==> src/rtl/fib_pkg.sv <==
// fib_pkg: shared types and helpers for the Fibonacci display path.
//   fib_bcd_state_t  : converter FSM states (IDLE, SHIFT, DONE)
//   bcd_digit_t      : one unsigned packed BCD digit
//   fib_bcd_digits() : number of BCD digits needed for a bW-bit binary value
package fib_pkg;

  typedef enum logic [1:0] {
    IDLE,
    SHIFT,
    DONE
  } fib_bcd_state_t;

  typedef logic [3:0] bcd_digit_t;

  // log10(2) ~= 0.30103, so this gives the decimal digit count of 2^bw - 1.
  function automatic int fib_bcd_digits(input int bw);
    return (bw * 30103) / 100000 + 1;
  endfunction

endpackage

==> src/rtl/fib_bcd_digit.sv <==
// fib_bcd_digit: combinational double-dabble digit adjust.
//   i_digit : current BCD digit of the accumulator
//   o_digit : digit after the "if >= 5 then +3" correction (max 4'b1100)
module fib_bcd_digit
  import fib_pkg::*;
(
  input  bcd_digit_t i_digit,
  output bcd_digit_t o_digit
);

  assign o_digit = (i_digit >= 4'd5) ? bcd_digit_t'(i_digit + 4'd3) : i_digit;

endmodule

==> src/rtl/fib_bcd.sv <==
// fib_bcd: sequential binary-to-BCD converter (shift-and-add-3, one bit per
// cycle) sitting downstream of the Fibonacci generator.
// Optional feature macro: FIB_BCD_WRAP_EN -- when defined, wrap flags a result
// whose input was smaller than the previously accepted input.
// Ports:
//   clk       : rising-edge clock
//   rst       : synchronous active-high reset
//   in_data   : bW-bit binary value to convert
//   in_valid  : in_data valid
//   in_ready  : converter idle and able to accept
//   bcd       : packed BCD result, digit 0 in bits [3:0]
//   out_valid : bcd/wrap valid
//   out_ready : consumer takes the result
//   wrap      : input was below the previous accepted input (0 if compiled out)
module fib_bcd
  import fib_pkg::*;
#(
  parameter int bW = 3
) (
  input  logic                                 clk,
  input  logic                                 rst,
  input  logic [bW-1:0]                        in_data,
  input  logic                                 in_valid,
  output logic                                 in_ready,
  output logic [4*fib_bcd_digits(bW)-1:0]      bcd,
  output logic                                 out_valid,
  input  logic                                 out_ready,
  output logic                                 wrap
);

  localparam int ND = fib_bcd_digits(bW);
  localparam int AW = 4 * ND;
  localparam int CW = $clog2(bW + 1);

  fib_bcd_state_t r_state;
  logic [bW-1:0]  r_shift;
  logic [AW-1:0]  r_acc;
  logic [AW-1:0]  r_bcd;
  logic [CW-1:0]  r_cnt;
  logic           r_out_valid;

  logic [AW-1:0]  w_adj;
  logic [AW-1:0]  w_acc_nxt;
  logic           w_accept;
  logic           w_last;
  logic           w_unused_msb;

  // Per-digit add-3 correction applied to the whole accumulator in parallel.
  for (genvar g = 0; g < ND; g++) begin : g_digit
    fib_bcd_digit u_digit (
      .i_digit (r_acc[4*g +: 4]),
      .o_digit (w_adj[4*g +: 4])
    );
  end

  // The top accumulator bit shifts out; ND is sized so it is always 0.
  assign w_acc_nxt    = {w_adj[AW-2:0], r_shift[bW-1]};
  assign w_unused_msb = w_adj[AW-1];

  assign w_accept = (r_state == IDLE) && in_valid;
  assign w_last   = (r_state == SHIFT) && (r_cnt == CW'(1));

  always_ff @(posedge clk) begin
    if (rst) begin
      r_state     <= IDLE;
      r_shift     <= '0;
      r_acc       <= '0;
      r_bcd       <= '0;
      r_cnt       <= '0;
      r_out_valid <= 1'b0;
    end else begin
      case (r_state)
        IDLE: begin
          if (in_valid) begin
            r_shift <= in_data;
            r_acc   <= '0;
            r_cnt   <= CW'(bW);
            r_state <= SHIFT;
          end
        end
        SHIFT: begin
          r_acc   <= w_acc_nxt;
          r_shift <= r_shift << 1;
          r_cnt   <= r_cnt - CW'(1);
          if (r_cnt == CW'(1)) begin
            r_bcd       <= w_acc_nxt;
            r_out_valid <= 1'b1;
            r_state     <= DONE;
          end
        end
        DONE: begin
          if (out_ready) begin
            r_out_valid <= 1'b0;
            r_state     <= IDLE;
          end
        end
        default: r_state <= IDLE;
      endcase
    end
  end

  assign in_ready  = (r_state == IDLE);
  assign out_valid = r_out_valid;
  assign bcd       = r_bcd;

`ifdef FIB_BCD_WRAP_EN
  logic [bW-1:0] r_prev;
  logic          r_wrap_acc;
  logic          r_wrap;

  // The comparison is taken at acceptance, then moved to the output together
  // with the finished bcd so the pair always belongs to the same input.
  always_ff @(posedge clk) begin
    if (rst) begin
      r_prev     <= '0;
      r_wrap_acc <= 1'b0;
      r_wrap     <= 1'b0;
    end else begin
      if (w_accept) begin
        r_prev     <= in_data;
        r_wrap_acc <= (in_data < r_prev);
      end
      if (w_last) begin
        r_wrap <= r_wrap_acc;
      end
    end
  end

  assign wrap = r_wrap;
`else
  logic w_unused_ctl;
  assign w_unused_ctl = w_accept ^ w_last;
  assign wrap         = 1'b0;
`endif

endmodule

==> config.mk <==
export PLATFORM = sky130hd
export DESIGN_NAME = fib_bcd
export DESIGN_NICKNAME = d
export VERILOG_FILES = /design/src/rtl/fib_pkg.sv /design/src/rtl/fib_bcd_digit.sv /design/src/rtl/fib_bcd.sv
export SDC_FILE = /design/constraint.sdc
export NUM_CORES = 1
export LEC_CHECK = 0
export CAP_MARGIN = 20
export CORE_MARGIN = 3
export CORE_UTILIZATION = 30
export DETAILED_ROUTE_END_ITERATION = 6
export DONT_BUFFER_PORTS = 1
export GPL_TIMING_DRIVEN = 0
export PLACE_DENSITY = 0.4
export SLEW_MARGIN = 30
export SYNTH_ARGS = -nofsm -noshare
export SYNTH_HDL_FRONTEND = slang
export SYNTH_HIERARCHICAL = 1
export SYNTH_SLANG_ARGS = --single-unit
==> constraint.sdc <==
create_clock -name clk -period 1.8 [get_ports clk]
set_input_delay 0.18 -clock clk [delete_from_list [all_inputs] [get_ports clk]]
set_output_delay 0.18 -clock clk [all_outputs]
set_load 0.03 [all_outputs]
# == Word-level counts from Yosys, hierarchy flattened ==
# Cells that the tools add are included.
# W data, S select, Z words.
# totals
regBits,16
in_bits,7
out_inout_bits,7
wordCells,36
# op_classes
n_addsub,2
magnitude_cmp,1
n_eq_ne,6
muxes,14
reduce_logical,7
# ops
op,n
$mux W2,4
$pmux W4 S2,1
$mux W3,2
$pmux W2 S3,1
$pmux W3 S2,1
$reduce_and A3 Y1,2
$eq A2 B1 Y1 const B,2
$ge A4 B3 Y1 const B,1
$mux W4,1
$ne A2 B2 Y1 const B,2
$pmux W2 S2,1
$reduce_and A2 Y1,2
$reduce_bool A2 Y1,2
$add A3 B2 Y3 const B,1
$eq A2 B2 Y1 const B,1
$logic_not A2 Y1,1
$mux W1,2
$ne A2 B1 Y1 const B,1
$pmux W1 S2,1
$sub A2 B1 Y2 const B,1

# == Logic depth before layout (Yosys ltp) ==
# logic_depth
ltp_word,3
ltp_mapped,7
depth_no_buf,7

# == By module ==
# Netlist, hierarchy kept.
# by_module_without_submodules
module,n_inst,cells_per_inst,area_each_um2,seq_area_each_um2
fib_bcd,1,77,760.7,320.3
fib_bcd_digit,1,16,101.3,0.0

# == Least setup slack after synthesis ==
# OpenSTA, ideal clock, no wires.
# synth_timing
kind,register to register
start,register r_acc[1]
end,register r_acc[2]
setup_ns,0.092
arrival_time_ns,1.241
required_ns,1.708
slack_ns,0.467
stages_incl_launch_ff,8
path_buffers,0
period_less_slack_ns,1.333
cell_sequence,dfxtp_1 inv_1 ha_1 nand2b_1 a21oi_2 mux2i_1 nand2b_1 o32ai_1
# synth_via
elab_chain_cells,3
elab_cells_between_ends,4
cone_classes,add/sub (1); order compare (1); mux (2)
# synth_lines
item,line,text
start: declaration,fib_bcd.sv:37,logic [AW-1:0] r_acc;
start signal: assignment,fib_bcd.sv:82,r_acc <= w_acc_nxt;
$ge A4 B3 Y1 or $add A3 B2 Y3 (tied branches),fib_bcd_digit.sv:11,assign o_digit = (i_digit >= 4'd5) ? bcd_digit_t'(i_digit + 4'd3) : i_digit;
$mux W3 (*),fib_bcd_digit.sv:11,
named net w_adj[1],fib_bcd.sv:42,logic [AW-1:0] w_adj;
$pmux W4 S2 (*),fib_bcd.sv:72,case (r_state)
# Mark *: on every way through the listed nets, which the timed path passes. The rest lies on a longest branch.
# A chain may end at the register's enable or synchronous reset.

# == Final worst setup path ==
# layout_timing
start,register r_state[0]
end,output port in_ready
# layout_via
elab_chain_cells,1
# layout_lines
item,line,text
start: declaration,fib_bcd.sv:35,fib_bcd_state_t r_state;
start signal: assignment,fib_bcd.sv:65,r_state <= IDLE;
start signal: assignment,fib_bcd.sv:78,r_state <= SHIFT;
start signal: assignment,fib_bcd.sv:88,r_state <= DONE;
$logic_not A2 Y1,fib_bcd.sv:102,assign in_ready = (r_state == IDLE);
end: declaration,fib_bcd.sv:24,"output logic in_ready,"
# Every way passes these cells.

==> results.md <==
* Post-Syn Instances at 89
* Crit path max fanout at 10
* Largest delay share family, worst path: simple AND/OR/NAND/NOR gates
* # DRC at 0
* Number of global-route vias before repair at 610
* Initial antenna violation count at 0
* Drt pass-1 iters at 4
* CTS root buffer: clkbuf_4
* Die area at 0.003479 mm^2
* Gr ovfl total at 0
* Headroom to the max-slew limit at 63.18%
* Nets@finish at 104
* Max Fclk at 679.7 MHz
* Largest net degree at the start of global routing at 11
* P&R area growth vs syn at 7.132%
* Crit path DAT at 1.29 ns
* Final setup vio count at 0
* Layout cells sized above 1 at 10.87%
* Tmin final at 1.471 ns
* Post-CTS Resized at 0
* Horiz. Die Dim at 58.98 um
* Final period util at 81.74%
* Max Root-Sink Buffers at 2
* Ant. Diodes at 0
* RSZ-0062 raised after global routing: no
* Hold WC Path Type: input pin to register
* Final hold vios at 0
* Skew-Pair Late Insertion Delay at 0.27 ns
* Lkg Pwr at 0.3320 nW
* Levels on crit path at 2
* Post-CTS Hold Buffers at 0
* Routed via count at 591
* Crit start category: register
* Power per Cell Area at 750.3 mW/mm^2
* Final wirelength at 1.614 mm
* Starting DRT DRC Count at 13
* # Post-CTS Setup Buffers at 0
* Max Cap Violations at 0
* Leading cell types in the layout, fill and taps excluded: dfxtp_1, nand2b_1, inv_1
* First-pass GRT wire length at 2.856 mm
* DIE HEIGHT at 58.98 um
* Max Slew Vio Count at 0
* # rows at 18
* Required @ worst endpoint at 1.62 ns
* Pre-CTS setup slack at 0.4042 ns
* CTS tree: built
* Footprint of the multi-input gates at 437.9 um^2
* Layout Cells excl Fill at 122
* Setup TNS at 0 ns
* Crit path capture type: output pin
* Wire per inst at 13.23 um
* Syn nets at 99
* Starting Density at 32.80%
* Most common cell after layout, fill and taps aside: dfxtp_1
* Fill cells at 281
* Core box area at 0.002567 mm^2
* Slowest cell on the critical path: nor2_1
* Number of I/O pins at 14
* Overall routing resource usage at 10.85%
* Worst-path clk slew at 0.09 ns
* Reg2Reg Depth at 7
* Outcome: completed
* Buffers & Inverters on Critical Path at 1
* Critical-path cell list: buf_6 -> nor2_1
* Hold Path Cell Cnt at 2
* Avg Cell Area, Syn at 9.461 um^2
* Min Hold Slack at 0.04990 ns
* PortBufs at 0
* Worst-Margin Slew at 0.5502 ns
* CTS H-Tree Depth at 1
* Global placer's final weighted congestion at 0.6647
* Clock sink count at 16
* Worst Clk Skew at 0.001985 ns
* Post-DRT Antenna Nets at 0
* Vias/cell at 4.844
* YS warnings at 6
* Final worst setup slack at 0.3287 ns
* FF/Latch Area at 320.3 um^2
* Max incr delay on CP at 0.44 ns
* Cell area after synthesis at 842.1 um^2
* Crit Path Class: register to output pin
* Dpl hpwl at 1.183 mm
* Number of buffers created by CTS at 3
* Cell count after placement at 119
* Max VDD drop at 424.1 uV
## layer usage
layer  GRT usage [%]  part of all wire [%]
met5               0                     0
met4           1.942                  0.93
met3           4.575                   4.0
met2           15.93                    42
met1           15.01                    53
## worst reg2reg max path, delay by kind of cell (launching register included)
kind / cells / cell delay [ns]
AND/OR/NAND/NOR: 2 / 0.24
adder cells (fa/ha/maj): 1 / 0.17
AO/OA/AOI/OAI: 2 / 0.30
buffers and inverters: 1 / 0.07
multiplexers: 1 / 0.22
flip-flops: 1 / 0.33
## state kept, by name, indices dropped and copies added (netlist names)
signal / flops
bcd: 4
out_valid: 1
r_acc: 4
r_cnt: 2
r_shift: 3
r_state: 2
## worst paths after layout
kind	start	end	slack [ns]
setup / recovery	r_state[0]$_SDFFE_PP0P_	in_ready	0.33
hold / removal	in_valid	r_state[0]$_SDFFE_PP0P_	0.05
setup reg to reg	r_acc[1]$_SDFFE_PP0P_	r_acc[2]$_SDFFE_PP0P_	0.40
hold reg to reg	r_shift[1]$_SDFFE_PP0P_	r_shift[1]$_SDFFE_PP0P_	0.46
## report_power, final
group          switching [mW]  total (mW)  leakage [nW]  internal (mW)
registers              0.0187       0.390         0.131          0.372
clock network           0.102       0.179        0.0138         0.0774
logic                  0.0581       0.108         0.188         0.0495
total                   0.178       0.677         0.332          0.499
## per-stage QoR
stage / util (%) / total power [mW] / instance area (um^2)
2_1_floorplan: - / 0.4854 / 842.1
3_3_place_gp: 34.26 / 0.5070 / 879.6
3_5_place_dp: 34.26 / 0.5085 / 879.6
4_1_cts: 35.14 / 0.6963 / 902.1
5_1_grt: 35.14 / 0.7237 / 902.1
6_report: 35.14 / 0.6769 / 902.1
## layout make-up
type                    instances  share of cell area [%]
plain buffers                   6                   4.716
multi-input cells              56                   48.54
inverters                      11                   4.577
well taps                      30                   4.161
clock buffers                   3                   2.497
flip-flops and latches         16                   35.51
(Power assumes the default switching activity.)
